$ cat config.mk
export PLATFORM = sky130hd
export DESIGN_NAME = cobra_bus_mapper
export DESIGN_NICKNAME = d
export VERILOG_FILES = /design/src/rtl/cobra_bus_mapper.sv
export SDC_FILE = /design/constraint.sdc
export NUM_CORES = 1
export LEC_CHECK = 0
export BUFFER_PORTS_ARGS = -buffer_cell sky130_fd_sc_hd__buf_2
export CORE_MARGIN = 4
export CORE_UTILIZATION = 49
export CTS_CLUSTER_SIZE = 24
export DETAILED_ROUTE_END_ITERATION = 12
export GPL_ROUTABILITY_DRIVEN = 0
export GPL_TIMING_DRIVEN = 0
export PLACE_DENSITY_LB_ADDON = 0.05
export SLEW_MARGIN = 20
export SYNTH_ARGS = -nofsm -noshare
export SYNTH_HDL_FRONTEND = slang
export SYNTH_SLANG_ARGS = --single-unit
export TNS_END_PERCENT = 20
$ cat constraint.sdc
create_clock -name clk -period 2 [get_ports clk]
set_input_delay 0 -clock clk [delete_from_list [all_inputs] [get_ports clk]]
set_output_delay 0 -clock clk [all_outputs]
set_load 0.01 [all_outputs]
$ cat src/rtl/cobra_bus_mapper.sv
// cobra_bus_mapper
//   CPU bus mapper for the Cobra1 core. Applies the reset-time relocation
//   overlay to the Z80 address, decodes ROM / VRAM / RAM selects, and
//   arbitrates the single-port VRAM between the CPU and the video fetcher.
//   The CPU is held with WAIT while video owns VRAM (bounded by MAX_STALL,
//   after which video is preempted) and for VRAM_SETTLE cycles after grant.
//
// Ports
//   clk, rst      clock, synchronous active-high reset
//   cpu_a         raw CPU address
//   cpu_mreq_n    memory request (active low)
//   cpu_iorq_n    I/O request (active low)
//   cpu_wr_n      write strobe (active low)
//   vid_busy      video is fetching VRAM this cycle
//   mem_a         mapped address
//   sel_rom/vram/ram  window decode of mem_a (combinational)
//   ram_we        RAM write enable (combinational)
//   vram_we       VRAM write enable, only in ACCESS (combinational)
//   vram_grant    CPU owns the VRAM port (registered)
//   vid_preempt   one-cycle pulse when grant was forced over vid_busy
//   cpu_wait_n    Z80 WAIT, active low (registered)
//   reloc_active  relocation overlay enabled (registered)

module cobra_bus_mapper #(
  parameter int                ADDR_W      = 16,
  parameter logic [ADDR_W-1:0] RELOC_MASK  = 16'hC000,
  parameter logic [7:0]        RELOC_PORT  = 8'h1F,
  parameter logic [ADDR_W-1:0] ROM_BASE    = 16'hC000,
  parameter int                ROM_LOG2    = 11,
  parameter logic [ADDR_W-1:0] VRAM_BASE   = 16'hF800,
  parameter int                VRAM_SETTLE = 2,
  parameter int                MAX_STALL   = 8
) (
  input  logic              clk,
  input  logic              rst,
  input  logic [ADDR_W-1:0] cpu_a,
  input  logic              cpu_mreq_n,
  input  logic              cpu_iorq_n,
  input  logic              cpu_wr_n,
  input  logic              vid_busy,
  output logic [ADDR_W-1:0] mem_a,
  output logic              sel_rom,
  output logic              sel_vram,
  output logic              sel_ram,
  output logic              ram_we,
  output logic              vram_we,
  output logic              vram_grant,
  output logic              vid_preempt,
  output logic              cpu_wait_n,
  output logic              reloc_active
);

  localparam int                SW          = $clog2(MAX_STALL + 1);
  localparam logic [SW-1:0]     STALL_LIM   = SW'(MAX_STALL);
  localparam logic [SW-1:0]     STALL_ONE   = SW'(1);
  // Last settle count before ACCESS; unused when VRAM_SETTLE==0.
  localparam logic [3:0]        SETTLE_LAST = (VRAM_SETTLE > 0) ? 4'(VRAM_SETTLE - 1) : 4'd0;
  localparam logic [ADDR_W-1:0] ROM_TAG     = ROM_BASE >> ROM_LOG2;

  typedef enum logic [1:0] {IDLE, STALL, SETTLE, ACCESS} state_t;

  state_t        state;
  logic [SW-1:0] stall_cnt;
  logic [3:0]    settle_cnt;
  logic          vram_req;
  logic          reloc_hit;

  // ---------------- address map / decode ----------------
  assign mem_a    = reloc_active ? (cpu_a | RELOC_MASK) : cpu_a;
  // Decode always follows the mapped address so the overlay steers
  // low-memory boot fetches into the ROM window.
  assign sel_rom  = ((mem_a >> ROM_LOG2) == ROM_TAG);
  assign sel_vram = (mem_a >= VRAM_BASE);
  assign sel_ram  = ~sel_rom & ~sel_vram;

  assign vram_req  = ~cpu_mreq_n & sel_vram;
  assign reloc_hit = ~cpu_iorq_n & ~cpu_wr_n & (cpu_a[7:0] == RELOC_PORT);

  // Write enables are suppressed during reset so a reset landing mid-cycle
  // can never commit a write.
  assign ram_we  = ~rst & ~cpu_mreq_n & ~cpu_wr_n & sel_ram;
  assign vram_we = ~rst & ~cpu_wr_n & vram_grant & (state == ACCESS);

  // ---------------- arbitration FSM ----------------
  always_ff @(posedge clk) begin
    if (rst) begin
      state        <= IDLE;
      stall_cnt    <= '0;
      settle_cnt   <= '0;
      vram_grant   <= 1'b0;
      vid_preempt  <= 1'b0;
      cpu_wait_n   <= 1'b1;
      reloc_active <= 1'b1;
    end else begin
      vid_preempt <= 1'b0;
      // Relocation is one-way: only reset can re-enable it.
      if (reloc_hit) reloc_active <= 1'b0;

      case (state)
        IDLE: begin
          if (vram_req) begin
            if (!vid_busy) begin
              vram_grant <= 1'b1;
              settle_cnt <= '0;
              stall_cnt  <= '0;
              if (VRAM_SETTLE == 0) begin
                state      <= ACCESS;
                cpu_wait_n <= 1'b1;
              end else begin
                state      <= SETTLE;
                cpu_wait_n <= 1'b0;
              end
            end else begin
              state      <= STALL;
              cpu_wait_n <= 1'b0;
              stall_cnt  <= STALL_ONE;
            end
          end
        end

        STALL: begin
          if (!vram_req) begin
            // CPU withdrew the request; release WAIT and re-arbitrate later.
            state      <= IDLE;
            cpu_wait_n <= 1'b1;
            stall_cnt  <= '0;
          end else if (!vid_busy || (stall_cnt == STALL_LIM)) begin
            // Either video finished or the stall budget is spent; in the
            // latter case video is forcibly preempted.
            vid_preempt <= vid_busy;
            vram_grant  <= 1'b1;
            settle_cnt  <= '0;
            stall_cnt   <= '0;
            if (VRAM_SETTLE == 0) begin
              state      <= ACCESS;
              cpu_wait_n <= 1'b1;
            end else begin
              state      <= SETTLE;
              cpu_wait_n <= 1'b0;
            end
          end else if (stall_cnt != STALL_LIM) begin
            stall_cnt <= stall_cnt + STALL_ONE;
          end
        end

        SETTLE: begin
          // WAIT is released one cycle early so it is already high on the
          // first ACCESS cycle.
          if (settle_cnt == SETTLE_LAST) begin
            state      <= ACCESS;
            cpu_wait_n <= 1'b1;
          end else begin
            cpu_wait_n <= 1'b0;
          end
          if (settle_cnt != 4'hF) settle_cnt <= settle_cnt + 4'd1;
        end

        ACCESS: begin
          // vid_busy is ignored here: once granted the CPU keeps the port
          // until its memory cycle ends.
          cpu_wait_n <= 1'b1;
          if (cpu_mreq_n) begin
            state      <= IDLE;
            vram_grant <= 1'b0;
            settle_cnt <= '0;
          end
        end

        default: begin
          state      <= IDLE;
          vram_grant <= 1'b0;
          cpu_wait_n <= 1'b1;
        end
      endcase
    end
  end

endmodule
==> key figures <==
Run status
  – Status: completed

Timing
  – Tightest Pin Transition: 518 ps
  – Fmax: 0.513 GHz
  – Max-slew violation count: 0
  – Final-report setup violation count: 0
  – Slew Limit Headroom: 65.4%
  – PnR worst setup slack: 51.4 ps
  – Clock skew: 2.60 ps
  – Crit share post-route: 97.4%
  – Tmin final: 1950 ps
  – WHS: 16.1 ps
  – Setup_tns: 0 ps
  – Fin. Hold Viols: 0

Floorplanning
  – Die area: 3350 sq um
  – Core area: 2300 sq um
  – Chip Width: 57.9 um
  – Io pins: 47
  – Die Y: 57.9 um
  – Starting density of the core: 53.1%
  – Rows: 17

Power and ir drop
  – Peak supply drop: 0.567 mV
  – Pwr per Cell Area: 789 nW/um^2
  – Tot Pwr: 1210 uW
  – Leakage power: 0.000624 uW

Critical path
  – CP Max Fanout: 4
  – CP Class: register to register
  – Worst path bufs/invs: 1
  – R2r endpoint: state[0]
  – Critical Path AT: 2130 ps
  – CP Data Required Time: 2180 ps
  – Worst r2r src: settle_cnt[1]
  – CP cell instances: inv_1, ha_1, or3b_4, a2111oi_4, o2bb2ai_2, mux2_4
  – Crit. End Element: register
  – Worst setup SP type: register
  – Worst r2r path cells: 6
  – Worst path top cell family by delay: compound AO/OA/AOI/OAI gates
  – R2R setup slack: 50 ps
  – Slowest cell delay on critical path: 410 ps
  – Slowest CP cell: or3b_4

Logic synthesis
  – Mapped Nets: 174
  – #FFs+latches synth: 14
  – Cells after Synth: 144
  – Post-synth cell types: 47
  – Synth warn: 0
  – Post-synthesis cell area: 1220 sq um
  – Asr flop ratio synth: 0%
  – Post-synth EDFFs: 0
  – Synth Area per Inst: 8.47 sq um
  – Sequential area share after synthesis: 23.0%
  – Most used DFF post-synth: dfxtp_1

Route
  – Drt pass-1 iters: 4
  – Routed via count: 1220
  – Initial DRC Count: 44
  – Post-DRT Antenna Nets: 0
  – Via-to-Cell Ratio: 5.57
  – WL/cell: 13.8 um
  – Residual DRC: 0
  – Wirelength, routed: 3020 um

Global route
  – Congestion Overflow GR: 0
  – Largest net degree at the start of global routing: 11
  – Initial antenna violation count: 0
  – Global-route wire length before repair: 4910 um
  – Met1 usage: 22.4%
  – Vias in the first global route: 1146
  – Met2 Use GR: 30.6%
  – GR Layer Usage met3: 4.90%
  – Tot GR Track Use: 18.1%
  – Most Used Layer, Global Route: met2

Clock network
  – H-tree depth: 1
  – Worst-path clk slew: 90 ps
  – Clock Tree Buf Depth: 2
  – Root Buffer: clkbuf_4
  – CTS tree: built
  – Clk_lat worst skew: 280 ps
  – CTS Sinks: 14
  – TritonCTS buffer count: 3

Final layout
  – Layout cells sized above 1: 43.5%
  – Synthesis-to-finish area growth: 25.3%
  – Diode count: 0
  – Post-layout net count: 223
  – Layout Utilization: 66.6%

Hold path
  – Hold path endpoint: vid_preempt
  – Hold Path Stages: 4
  – Worst Hold Class: primary input to register
  – Hold Crit Start: rst

Job
  – Max-cap violations: 0

Placed design
  – Pre-CTS worst setup slack: -230 ps
  – DP Wirelength: 2380 um
  – Count of input and output buffers: 43
[Yosys cell counts, drive strengths merged (2+ instances only)]
master   instances  area share, %
nand3b           3            2.9
nor3             8            3.3
nand4            2            1.0
buf             16            9.4
nand3            5            2.1
nor2b            4            2.1
mux2             2            2.2
or2              2            1.0
a21o             3            1.9
a31oi            4            3.3
clkbuf           3           0.92
inv             10            3.1
o21ai            5            2.1
nor2             5            1.5
ha               8            8.2
a21oi            6            2.5
a211oi           5            3.1
and3             2            1.5
dfxtp           14             23
and2             2            1.0
or4              3            1.8
a2111oi          2            3.0
nand2            5            1.5
o41ai            2            1.4
nand2b           5            2.6
or3              2            1.0
o31ai            3            1.8
[metrics by stage]
stage / std cells / area, sq um
2_1_floorplan: 144 / 1220
3_3_place_gp: 215 / 1470
3_5_place_dp: 215 / 1470
4_1_cts: 219 / 1510
5_1_grt: 219 / 1530
6_report: 219 / 1530
[worst register-to-register path, delay by kind of cell (launching register included)]
kind                     cells  cell delay (ps)
multiplexers                 1              310
flip-flops                   1              350
buffers and inverters        1               70
AO/OA/AOI/OAI                2              530
adder cells (fa/ha/maj)      1              170
AND/OR/NAND/NOR              1              410
[per-layer routing]
layer,vias up,wire (um),part of all wire (%)
met5,-,0,0
met4,0,35,1.2
met3,6,168,5.6
met2,33,1490,49
met1,562,1330,44
li1,619,-,-
[layout make-up]
cell class / instances / area (sq um)
buffer: 19 / 126
clock buffer: 3 / 22.5
fill: 221 / 768
inverter: 10 / 37.5
multi-input combinational: 101 / 800
sequential: 14 / 283
tap: 28 / 35.0
timing repair buffer: 44 / 225
[power by group]
group	total (uW)	switching, uW	internal, uW	leakage, uW
sequential	350	30.8	319	0.000114
combinational	690	403	287	0.000496
clock	167	97.1	70.0	0.0000138
[what timing repair did]
action | CTS | global route
resized for setup | 3 | 6
setup endpoints to repair | 1 | 6
buffers inserted | 0 | 0
hold buffers | 1 | 0
endpoints found under the hold margin | 1 | 0
[how the worst max path moves through the flow]
stage	startpoint	to	slack, ps	cells past startpoint
6_report	settle_cnt[1]	state[0]	50	6
3_5_place_dp	state[1]	vram_grant	-230	6
3_3_place_gp	state[1]	vram_grant	-240	6
5_1_grt	state[1]	settle_cnt[2]	-1	7
2_1_floorplan	state[1]	vram_grant	160	6
4_1_cts	state[1]	vram_grant	3	6
[registers in the layout, summed over array words and instances, names as in the netlist]
name          count
cpu_wait_n        1
stall_cnt         4
state             2
vram_grant        1
vid_preempt       1
reloc_active      1
settle_cnt        4
[logic make-up (layout without fill, tap and decap cells)]
logic type	Yosys count	in the layout	synth area share (%)
adders and majority gates	8	8	8.21
buffers and inverters	29	76	13.4
DFF	14	14	23.0
and+or+nand+nor	53	53	27.6
AOI/OAI and AO/OA	37	37	24.8
muxes	3	3	2.97
[cells in the final DEF (no fill, tap or decap), types with 4 or more instances in the layout]
| cell type | n |
|---|---|
| buf_2 | 45 |
| buf_4 | 14 |
| dfxtp_1 | 12 |
| inv_1 | 10 |
| nor3_1 | 8 |
| a21oi_1 | 6 |
| ha_1 | 6 |
| nand2_1 | 5 |
| o21ai_0 | 5 |
| nand2b_1 | 5 |
| a211oi_1 | 5 |
| nand3_1 | 4 |
| nor2_1 | 4 |
| nor2b_1 | 4 |
Power figures use the tool's default switching activity.
